File: src/rtl/divisor_flotante_pkg.sv
`default_nettype none
// ============================================================================
//  Package     : fp13_pkg
//  Description : Shared definitions for the 13-bit floating-point format
//                {sign, exponent, mantissa}, value (-1)^s * 1.m * 2^(e-7).
//                Holds the field widths, bias, saturation constant and the
//                divider FSM state encoding.
//  Revision    : 1.0 - initial release
// ============================================================================
package fp13_pkg;

    localparam int SIGN_W  = 1;
    localparam int EXP_W   = 4;
    localparam int MANT_W  = 8;
    localparam int FP_W    = SIGN_W + EXP_W + MANT_W;

    localparam int BIAS    = 7;
    localparam int EXP_MAX = 15;
    localparam int ITER    = 10;

    // Largest representable magnitude: exponent and mantissa all ones.
    localparam logic [EXP_W+MANT_W-1:0] SATURADO = 12'hFFF;

    typedef enum logic [1:0] {
        ST_IDLE      = 2'd0,
        ST_DIVIDE    = 2'd1,
        ST_NORMALIZE = 2'd2,
        ST_DONE      = 2'd3
    } estado_t;

    // Restore the hidden leading one of a stored mantissa.
    function automatic logic [MANT_W:0] f_mant_completa(input logic [MANT_W-1:0] m);
        return {1'b1, m};
    endfunction

endpackage
`default_nettype wire

File: src/rtl/divisor_flotante_if.sv
`default_nettype none
// ============================================================================
//  Interface   : divisor_flotante_if
//  Description : Request/result bundle of the floating-point divider. Signal
//                directions are named from the divider's point of view.
//  Revision    : 1.0 - initial release
// ============================================================================
interface divisor_flotante_if;
    import fp13_pkg::*;

    logic              i_start;
    logic [FP_W-1:0]   i_dividendo;
    logic [FP_W-1:0]   i_divisor;
    logic              o_ready;
    logic              o_valid;
    logic [FP_W-1:0]   o_cociente;
    logic              o_div_cero;
    logic              o_overflow;
    logic              o_underflow;

    // Divider side.
    modport slave (
        input  i_start, i_dividendo, i_divisor,
        output o_ready, o_valid, o_cociente, o_div_cero, o_overflow, o_underflow
    );

    // Requester side.
    modport master (
        output i_start, i_dividendo, i_divisor,
        input  o_ready, o_valid, o_cociente, o_div_cero, o_overflow, o_underflow
    );

endinterface
`default_nettype wire

File: src/rtl/divisor_flotante_paso_division.sv
`default_nettype none
// ============================================================================
//  Module      : paso_division
//  Description : One combinational restoring-division step. Compares the
//                partial remainder with the divisor, subtracts when it fits,
//                and shifts the remainder left for the next quotient bit.
//  Revision    : 1.0 - initial release
// ============================================================================
module paso_division
    import fp13_pkg::*;
(
    input  wire logic [MANT_W+1:0] i_resto,
    input  wire logic [MANT_W:0]   i_divisor,
    output logic      [MANT_W+1:0] o_resto,
    output logic                   o_bit
);

    logic [MANT_W+1:0] w_divisor_ext;
    logic [MANT_W+1:0] w_diferencia;
    logic [MANT_W+1:0] w_restaurado;

    assign w_divisor_ext = {1'b0, i_divisor};
    assign w_diferencia  = i_resto - w_divisor_ext;
    assign o_bit         = (i_resto >= w_divisor_ext);

    // Keep the difference only when the divisor fitted; otherwise restore.
    assign w_restaurado  = o_bit ? w_diferencia : i_resto;

    // After a successful step the remainder is below the divisor, so the
    // dropped MSB is always zero.
    assign o_resto       = w_restaurado << 1;

endmodule
`default_nettype wire

File: src/rtl/divisor_flotante.sv
`default_nettype none
// ============================================================================
//  Module      : divisor_flotante
//  Description : Sequential 13-bit floating-point divider. Restoring division
//                of the mantissas, one quotient bit per clock over 10 cycles,
//                then truncating normalisation with zero/overflow/underflow
//                and divide-by-zero handling. Fixed 11-cycle latency.
//  Revision    : 1.0 - initial release
// ============================================================================
module divisor_flotante
    import fp13_pkg::*;
(
    input  wire logic          i_clock,
    input  wire logic          i_reset_n,
    divisor_flotante_if.slave  bus
);

    localparam logic [3:0]        C_ULTIMA_ITER = 4'(ITER - 1);
    localparam logic signed [5:0] C_EXP_MAX     = 6'(EXP_MAX);
    localparam logic signed [5:0] C_SESGO_ALTO  = 6'(BIAS);
    localparam logic signed [5:0] C_SESGO_BAJO  = 6'(BIAS - 1);

    // ------------------------------------------------------------------
    // State and datapath registers
    // ------------------------------------------------------------------
    estado_t             r_estado;
    estado_t             w_estado_sig;
    logic [3:0]          r_cnt;
    logic [MANT_W+1:0]   r_resto;
    logic [MANT_W+1:0]   r_q;
    logic [MANT_W:0]     r_divisor_m;
    logic                r_signo;
    logic [EXP_W-1:0]    r_e1;
    logic [EXP_W-1:0]    r_e2;

    logic [FP_W-1:0]     r_cociente;
    logic                r_div_cero;
    logic                r_overflow;
    logic                r_underflow;

    // FSM strobes
    logic                w_ready;
    logic                w_valid;
    logic                w_aceptar;
    logic                w_iterar;
    logic                w_normalizar;

    // Division step
    logic [MANT_W+1:0]   w_resto_sig;
    logic                w_bit;

    // Normalisation
    logic signed [5:0]   w_e1;
    logic signed [5:0]   w_e2;
    logic signed [5:0]   w_sesgo;
    logic signed [5:0]   w_exp;
    logic [MANT_W-1:0]   w_mant;
    logic [FP_W-1:0]     w_res;
    logic                w_dz;
    logic                w_ov;
    logic                w_uf;

    // ------------------------------------------------------------------
    // Single shared division step, reused every DIVIDE cycle
    // ------------------------------------------------------------------
    paso_division u_paso (
        .i_resto   (r_resto),
        .i_divisor (r_divisor_m),
        .o_resto   (w_resto_sig),
        .o_bit     (w_bit)
    );

    // State register.
    always_ff @(posedge i_clock or negedge i_reset_n) begin
        if (!i_reset_n) begin
            r_estado <= ST_IDLE;
        end else begin
            r_estado <= w_estado_sig;
        end
    end

    // Next-state logic and per-state control strobes.
    always_comb begin
        w_estado_sig = r_estado;
        w_ready      = 1'b0;
        w_valid      = 1'b0;
        w_aceptar    = 1'b0;
        w_iterar     = 1'b0;
        w_normalizar = 1'b0;
        case (r_estado)
            ST_IDLE: begin
                w_ready = 1'b1;
                if (bus.i_start) begin
                    w_aceptar    = 1'b1;
                    w_estado_sig = ST_DIVIDE;
                end
            end
            ST_DIVIDE: begin
                w_iterar = 1'b1;
                if (r_cnt == C_ULTIMA_ITER) begin
                    w_estado_sig = ST_NORMALIZE;
                end
            end
            ST_NORMALIZE: begin
                w_normalizar = 1'b1;
                w_estado_sig = ST_DONE;
            end
            ST_DONE: begin
                w_valid      = 1'b1;
                w_estado_sig = ST_IDLE;
            end
            default: begin
                w_estado_sig = ST_IDLE;
            end
        endcase
    end

    // Exponent arithmetic in signed 6 bits; the quotient MSB selects whether
    // the mantissa ratio was >= 1 (bias 7) or in [0.5, 1) (bias 6).
    assign w_e1    = $signed({2'b00, r_e1});
    assign w_e2    = $signed({2'b00, r_e2});
    assign w_sesgo = r_q[MANT_W+1] ? C_SESGO_ALTO : C_SESGO_BAJO;
    assign w_exp   = w_e1 - w_e2 + w_sesgo;
    assign w_mant  = r_q[MANT_W+1] ? r_q[MANT_W:1] : r_q[MANT_W-1:0];

    // Result selection with special cases in priority order.
    always_comb begin
        w_res = {r_signo, w_exp[EXP_W-1:0], w_mant};
        w_dz  = 1'b0;
        w_ov  = 1'b0;
        w_uf  = 1'b0;
        if (r_e2 == '0) begin
            w_res = {r_signo, SATURADO};
            w_dz  = 1'b1;
        end else if (r_e1 == '0) begin
            w_res = '0;
        end else if (w_exp > C_EXP_MAX) begin
            w_res = {r_signo, SATURADO};
            w_ov  = 1'b1;
        end else if (w_exp <= 6'sd0) begin
            w_res = '0;
            w_uf  = 1'b1;
        end
    end

    // Operand capture, iterative division and result registers.
    always_ff @(posedge i_clock or negedge i_reset_n) begin
        if (!i_reset_n) begin
            r_cnt       <= '0;
            r_resto     <= '0;
            r_q         <= '0;
            r_divisor_m <= '0;
            r_signo     <= 1'b0;
            r_e1        <= '0;
            r_e2        <= '0;
            r_cociente  <= '0;
            r_div_cero  <= 1'b0;
            r_overflow  <= 1'b0;
            r_underflow <= 1'b0;
        end else if (w_aceptar) begin
            r_signo     <= bus.i_dividendo[FP_W-1] ^ bus.i_divisor[FP_W-1];
            r_e1        <= bus.i_dividendo[MANT_W +: EXP_W];
            r_e2        <= bus.i_divisor[MANT_W +: EXP_W];
            r_divisor_m <= f_mant_completa(bus.i_divisor[MANT_W-1:0]);
            // The dividend mantissa seeds the remainder; since M1 < 2*M2 the
            // first step already yields the quotient's weight-512 bit.
            r_resto     <= {1'b0, f_mant_completa(bus.i_dividendo[MANT_W-1:0])};
            r_q         <= '0;
            r_cnt       <= '0;
        end else if (w_iterar) begin
            r_resto     <= w_resto_sig;
            r_q         <= {r_q[MANT_W:0], w_bit};
            r_cnt       <= r_cnt + 4'd1;
        end else if (w_normalizar) begin
            r_cociente  <= w_res;
            r_div_cero  <= w_dz;
            r_overflow  <= w_ov;
            r_underflow <= w_uf;
        end
    end

    assign bus.o_ready     = w_ready;
    assign bus.o_valid     = w_valid;
    assign bus.o_cociente  = r_cociente;
    assign bus.o_div_cero  = r_div_cero;
    assign bus.o_overflow  = r_overflow;
    assign bus.o_underflow = r_underflow;

endmodule
`default_nettype wire

File: src/flat_wrapper.sv
// flat-port wrapper written by rule: the top's interface ports become plain ports
module divisor_flotante_flat import fp13_pkg::*;
  (i_clock, i_reset_n, bus_i_start, bus_i_dividendo, bus_i_divisor, bus_o_ready, bus_o_valid, bus_o_cociente, bus_o_div_cero, bus_o_overflow, bus_o_underflow);
  divisor_flotante_if bus_i ();
  input  wire logic i_clock;
  input  wire logic i_reset_n;
  input wire logic [$bits(bus_i.i_start)-1:0] bus_i_start;
  input wire logic [$bits(bus_i.i_dividendo)-1:0] bus_i_dividendo;
  input wire logic [$bits(bus_i.i_divisor)-1:0] bus_i_divisor;
  output wire logic [$bits(bus_i.o_ready)-1:0] bus_o_ready;
  output wire logic [$bits(bus_i.o_valid)-1:0] bus_o_valid;
  output wire logic [$bits(bus_i.o_cociente)-1:0] bus_o_cociente;
  output wire logic [$bits(bus_i.o_div_cero)-1:0] bus_o_div_cero;
  output wire logic [$bits(bus_i.o_overflow)-1:0] bus_o_overflow;
  output wire logic [$bits(bus_i.o_underflow)-1:0] bus_o_underflow;
  assign bus_i.i_start = bus_i_start;
  assign bus_i.i_dividendo = bus_i_dividendo;
  assign bus_i.i_divisor = bus_i_divisor;
  assign bus_o_ready = bus_i.o_ready;
  assign bus_o_valid = bus_i.o_valid;
  assign bus_o_cociente = bus_i.o_cociente;
  assign bus_o_div_cero = bus_i.o_div_cero;
  assign bus_o_overflow = bus_i.o_overflow;
  assign bus_o_underflow = bus_i.o_underflow;
  divisor_flotante u_core (.i_clock(i_clock), .i_reset_n(i_reset_n), .bus(bus_i));
endmodule
File: config.mk
export PLATFORM = sky130hd
export DESIGN_NAME = divisor_flotante_flat
export DESIGN_NICKNAME = d
export VERILOG_FILES = /design/src/rtl/divisor_flotante_pkg.sv /design/src/rtl/divisor_flotante_if.sv /design/src/rtl/divisor_flotante_paso_division.sv /design/src/rtl/divisor_flotante.sv /design/src/flat_wrapper.sv
export SDC_FILE = /design/constraint.sdc
export NUM_CORES = 1
export LEC_CHECK = 0
export BUFFER_PORTS_ARGS = -buffer_cell sky130_fd_sc_hd__clkbuf_2
export CORE_MARGIN = 3
export CORE_UTILIZATION = 35
export DETAILED_ROUTE_END_ITERATION = 7
export HOLD_SLACK_MARGIN = 0.05
export PLACE_DENSITY = 0.62
export SLEW_MARGIN = 40
export SYNTH_ARGS = -nofsm -noshare
export SYNTH_HDL_FRONTEND = slang
export SYNTH_SLANG_ARGS = --single-unit
File: constraint.sdc
create_clock -name i_clock -period 2.8 [get_ports i_clock]
set_clock_uncertainty 0.2 [all_clocks]
set_input_delay 0.28 -clock i_clock [delete_from_list [all_inputs] [get_ports i_clock]]
set_output_delay 0.28 -clock i_clock [all_outputs]
set_load 0.05 [all_outputs]
==> results of run 1 <==
-- worst max path at each step --
| stage | endpoint | slack, ns | cells after the start |
|---|---|---|---|
| after floorplan | u_core.bus.o_cociente[3] | 0.01 | 13 |
| after global placement | u_core.bus.o_cociente[4] | 0.004 | 12 |
| after detailed placement | u_core.bus.o_cociente[1] | -0.06 | 12 |
| after CTS | u_core.bus.o_cociente[2] | -0.11 | 12 |
| after global routing | u_core.bus.o_cociente[2] | -0.16 | 12 |
| final | u_core.bus.o_cociente[2] | -0.06 | 12 |
-- critical path: stages (launching register included) --
cell and delay, ns:
dfrtp_1 0.39, inv_2 0.09, ha_4 0.13, inv_2 0.04, fa_1 0.51, inv_2 0.05, ha_4 0.27, nand2b_4 0.06
or2_4 0.26, o21bai_4 0.12, a22oi_2 0.09, and2_4 0.19, a221o_1 0.32
-- per-stage QoR --
step	instance area, sq um	util, %	worst slack (ns)	TNS, ns	hold WS [ns]
CTS	4330	46.6	-0.108	-0.935	0.0637
global route	4450	47.9	-0.163	-1.54	0.0869
detailed placement	3780	40.7	-0.0581	-0.486	0.152
global placement	3780	40.7	0.00438	0	0.143
floorplan	3360	-	0.0130	0	-0.216
finish	4450	47.9	-0.0599	-0.374	0.0790
-- flip-flops by register name (all words and copies together) (netlist names) --
signal / flops
u_core.bus.o_cociente: 13
u_core.bus.o_div_cero: 1
u_core.bus.o_overflow: 1
u_core.bus.o_underflow: 1
u_core.r_cnt: 4
u_core.r_divisor_m: 9
u_core.r_e1: 4
u_core.r_e2: 4
u_core.r_estado: 2
u_core.r_q: 10
u_core.r_resto: 10
u_core.r_signo: 1
-- synthesized netlist by cell type (4+ instances only) --
| cell | instances | area share [%] |
|---|---|---|
| dfrtp_1 | 60 | 45 |
| nand2_1 | 40 | 4.5 |
| nor2_1 | 25 | 2.8 |
| inv_1 | 24 | 2.7 |
| mux2i_1 | 23 | 6.9 |
| ha_1 | 21 | 7.8 |
| a21oi_1 | 20 | 3.0 |
| o21ai_0 | 19 | 2.8 |
| a221o_1 | 11 | 3.3 |
| clkbuf_1 | 10 | 1.1 |
| a21o_1 | 7 | 1.6 |
| xnor2_1 | 7 | 1.8 |
| xor2_1 | 6 | 1.6 |
| a31oi_1 | 5 | 0.93 |
| nor3b_1 | 5 | 1.1 |
| o21ai_1 | 5 | 0.75 |
| buf_1 | 4 | 0.45 |
| nand2b_1 | 4 | 0.75 |
-- cells by family after synthesis --
logic type	Yosys count	synth area share, %
AO/OA/AOI/OAI	83	17.1
AND/OR/NAND/NOR	94	12.9
flip-flops	60	44.8
adder cells (fa/ha/maj)	23	9.04
multiplexers	26	8.10
buffers and inverters	41	4.67
XOR/XNOR	13	3.40
-- area by class of cell --
type	instances	area, sq um	area share (%)
Multi-Input combinational cell	240	1810	40.6
Sequential cell	60	1500	33.7
Timing Repair Buffer	93	664	14.9
Clock buffer	13	179	4.02
Tap cell	129	161	3.63
Inverter	25	93.8	2.11
Clock inverter	3	42.5	0.956
-- timing repair --
item	in CTS	in global routing
hold buffers	26	0
gates resized for setup	9	12
pin swaps	6	16
gates cloned	1	0
buffers inserted	2	8
setup endpoints to repair	13	23
endpoints found under the hold margin	48	0
-- metal layers --
| metal | part of all wire, % | vias up | global-route usage, % |
|---|---|---|---|
| li1 | - | 1364 | - |
| met1 | 46 | 1324 | 18.2 |
| met2 | 49 | 50 | 23.4 |
| met3 | 3.0 | 10 | 3.24 |
| met4 | 1.7 | 0 | 6.17 |
| met5 | 0 | - | 0 |
==> reports/metrics.yaml, run 1 <==
status:
  status: "complete, but fails checks"
  violations: "negative setup slack"
placement:
  hpwl_mm: 5.02
  gp_congestion: 0.759
  port_buffers: 46
  post-place-cells: 510
sta:
  fin_crit_sh_pct: 102
  rsz0062_at_grt: "true"
  hold_viol_final: 0
  max_clock_freq_mhz: 350
  finalCriticalPeriod_ns: 2.86
  setup_ws_ns: -0.0599
  worst_pin_slew_ns: 0.668
  setup_viol: 10
  final-max-slew-violation-count: 0
  max-slew-margin-rel_pct: 55.5
clocking:
  cts_max_path_buffers: 2
  path_clk_slew_ns: 0.07
  clock-sinks: 60
  worstSkewPairLatency_ns: 0.33
  clockRootBuffer: "clkbuf_8"
  h-tree-depth: 3
  numCtsBuffers: 9
  cts_tree: "done"
synth:
  yosys_warnings: 0
  synth_top_flop_cell: "dfrtp_1"
  synth_edf_count: 0
  syn-mean-instance-area_sq_um: 9.86
  synth_nets: 392
  netlist_instances: 340
  ys_seq_area_share_pct: 44.8
  ys_async_sr_fraction_pct: 100
  ys_ff_latch: 60
  syn_area_sq_um: 3350
  synth_cell_type_count: 47
die:
  start_util_pct: 36.1
  die_y_um: 104
  dieArea_sq_um: 10800
  die_x_um: 104
  coreArea_sq_um: 9280
  row_count: 35
  pin_count: 47
run:
  cap_viol_max_count: 0
grt:
  antenna_found_initial: 0
  grt_overflow: 0
  grt_max_degree: 58
  grt_usage_pct: 14.3
  grt_pass1_wl_mm: 12.6
  grt_pass1_vias: 2776
setup_path:
  reg2reg_slack_ns: -0.06
  reg2reg_to: "u_core.bus.o_cociente[2]"
  path_max_fanout: 7
  start_kind: "register"
  rr_worst_depth: 12
  timing.rr.start: "u_core.r_e1[0]"
  end_kind: "register"
  startpoint: "u_core.r_e1[0]"
  cp.arrival_ns: 2.87
  crit_required_ns: 2.81
  setup.worst_path.class: "register to register"
routing:
  drt-total-wl_mm: 7.58
  vias: 2748
  drtIter0Drc: 75
  dr.pass1.iters: 4
  via_per_inst: 4.88
  drtAntennaViolNets: 0
  drc: 0
  wire_per_inst_um: 13.5
hold_path:
  worstHoldEndpoint: "u_core.r_resto[2]"
  hp-class: "input pin to register"
  hold_depth: 3
  hold_start: "bus_i_dividendo[2]"
cells_and_area:
  nets: 481
  layout_commonest_cell: "dfrtp_1"
  final_cell_mix: "dfrtp_1, clkbuf_2, nand2_1, dlygate4sd3_1, nor2_1"
  syn_to_final_growth_pct: 32.8
  fillerInstances: 881
  drive_gt1_share_pct: 25.3
  n_antenna_cell: 0
  instances_no_fill: 563
Power of run 1 is not shown: default switching activity piles up to over one toggle a cycle in this logic, so the estimate is an artifact.
==> run 2: changes to the inputs <==
Settings changed: RECOVER_POWER from default to 50.
==> reports/metrics.yaml, run 2 (synthesis results as in run 1) <==
die:
  die_y_um: 104  # unchanged
  row_count: 35  # unchanged
  coreArea_sq_um: 9280  # unchanged
  dieArea_sq_um: 10800  # unchanged
  start_util_pct: 36.1  # unchanged
  pin_count: 47  # unchanged
  die_x_um: 104  # unchanged
sta:
  finalCriticalPeriod_ns: 2.87  # +0.00553 ns
  fin_crit_sh_pct: 102  # +0.20 points
  setup-tns-final_ns: -0.431  # -0.0566 ns
  max-slew-margin-rel_pct: 5.04  # -50 points
  hold_ws_ns: 0.0818  # +0.00278 ns
  hold_viol_final: 0  # unchanged
  max_clock_freq_mhz: 349  # -0.19%
  rsz0062_at_grt: "true"
  final-max-slew-violation-count: 0  # unchanged
  setup_viol: 10  # unchanged
  setup_ws_ns: -0.0654  # -0.00553 ns
  worst_pin_slew_ns: 1.42  # +0.756 ns
setup_path:
  reg2reg_to: "u_core.bus.o_cociente[2]"
  timing.rr.start: "u_core.r_e1[0]"
  reg2reg_slack_ns: -0.07  # about the same
  cp.arrival_ns: 2.87  # about the same
  cpPeakStageDelay_ns: 0.51  # about the same
  setup.worst_path.end: "u_core.bus.o_cociente[2]"
  path_cells: "inv_2 > ha_4 > inv_2 > fa_1 > inv_2 > ha_4 > nand2b_4 > or2_4 > o21bai_4 > a22oi_2 > and2_4 > a221o_1"
  rr_worst_depth: 12  # unchanged
  start_kind: "register"
  critPathTopFamily: "adder cells"
  crit_buf_inv: 3  # unchanged
  end_kind: "register"
  path_max_fanout: 7  # unchanged
  setup.worst_path.class: "register to register"
  path_common_cell: "inv_2"
  crit_required_ns: 2.81  # about the same
  critical-path-slowest-cell: "fa_1"
  startpoint: "u_core.r_e1[0]"
  crit_cells: 12  # unchanged
routing:
  drtIter0Drc: 82  # +9.3%
  drt-total-wl_mm: 7.63  # +0.58%
  dr.pass1.iters: 4  # unchanged
  via_per_inst: 4.89  # +0.22%
  drc: 0  # unchanged
  wire_per_inst_um: 13.5  # +0.58%
  drtAntennaViolNets: 0  # unchanged
  vias: 2754  # +0.22%
clocking:
  cts_max_path_buffers: 2  # unchanged
  clock-sinks: 60  # unchanged
  h-tree-depth: 3  # unchanged
  clockRootBuffer: "clkbuf_8"
  numCtsBuffers: 9  # unchanged
  cts_tree: "done"
  path_clk_slew_ns: 0.07  # about the same
  worstSkewPairLatency_ns: 0.34  # about the same
grt:
  grt_max_degree: 58  # unchanged
  antenna_found_initial: 0  # unchanged
  grt_overflow: 0  # unchanged
  grt_pass1_vias: 2776  # unchanged
  grt_usage_pct: 14.3  # unchanged
  grt_pass1_wl_mm: 12.6  # unchanged
placement:
  gp_congestion: 0.759  # unchanged
  port_buffers: 46  # unchanged
  post_dp_cell_area_sq_um: 3780  # unchanged
  hpwl_mm: 5.02  # unchanged
cells_and_area:
  drive_gt1_share_pct: 21.2  # -4.1 points
  fin_area_sq_um: 4420  # -0.67%
  n_antenna_cell: 0  # unchanged
  syn_to_final_growth_pct: 31.9
  layout_commonest_cell: "dfrtp_1"
  utilization_pct: 47.6  # -0.32 points
  final_cell_mix: "dfrtp_1, nand2_1, clkbuf_2, dlygate4sd3_1, nor2_1"
  largest_reg_flops: 13  # unchanged
  nets: 481  # unchanged
run:
  cap_viol_max_count: 0  # unchanged
hold_path:
  hp-class: "input pin to register"
status:
  violations: "negative setup slack"
  status: "complete, but fails checks"
[run 2: cell count changes in the layout (fill, tap and decap cells not counted), sizes merged]
cell / change
buf: -3
clkbuf: +3
[run 2: how the worst min path moves through the flow]
stage | slack, ns | from | depth (start not counted) | endpoint
6_report | 0.08 | bus_i_dividendo[2] | 3 | u_core.r_resto[2]
4_1_cts | 0.06 | bus_i_dividendo[2] | 3 | u_core.r_resto[2]
2_1_floorplan | -0.22 | i_reset_n | 0 | u_core.bus.o_cociente[0]
3_5_place_dp | 0.15 | i_reset_n | 1 | u_core.r_divisor_m[3]
3_3_place_gp | 0.14 | i_reset_n | 1 | u_core.r_divisor_m[3]
5_1_grt | 0.09 | bus_i_dividendo[2] | 3 | u_core.r_resto[2]
[run 2: cell type report]
class | instances | area (sq um)
Fill cell | 896 | 4860
Clock inverter | 3 | 42.5
Inverter | 25 | 93.8
Tap cell | 129 | 161
Sequential cell | 60 | 1500
Timing Repair Buffer | 93 | 634
Multi-Input combinational cell | 240 | 1810
Clock buffer | 13 | 179
[run 2: through the flow]
step | instances | setup slack [ns]
3_5_place_dp | 510 | -0.0581
3_3_place_gp | 510 | 0.00438
4_1_cts | 555 | -0.108
2_1_floorplan | 340 | 0.0130
5_1_grt | 563 | -0.163
6_report | 563 | -0.0654
[run 2: tightest hold or removal path, stage by stage]
cell and delay, ns:
clkbuf_2 0.09, o21ai_0 0.16, a31oi_1 0.04
[run 2: metal layers]
metal / GRT usage, % / vias to the layer above / share of wire (%)
met3: 3.24 / 10 / 3.6
met1: 18.2 / 1315 / 46
li1: - / 1368 / -
met2: 23.4 / 61 / 49
met5: 0 / - / 0
met4: 6.17 / 0 / 1.7
[run 2: repair_timing]
action	4_1_cts	5_1_grt
endpoints found under the hold margin	48	0
buffers inserted	2	8
gates resized for setup	9	12
cloned	1	0
pin swaps	6	16
endpoints found under the setup margin	13	23
hold buffers	26	0
Power of run 2 is left out for the same reason.
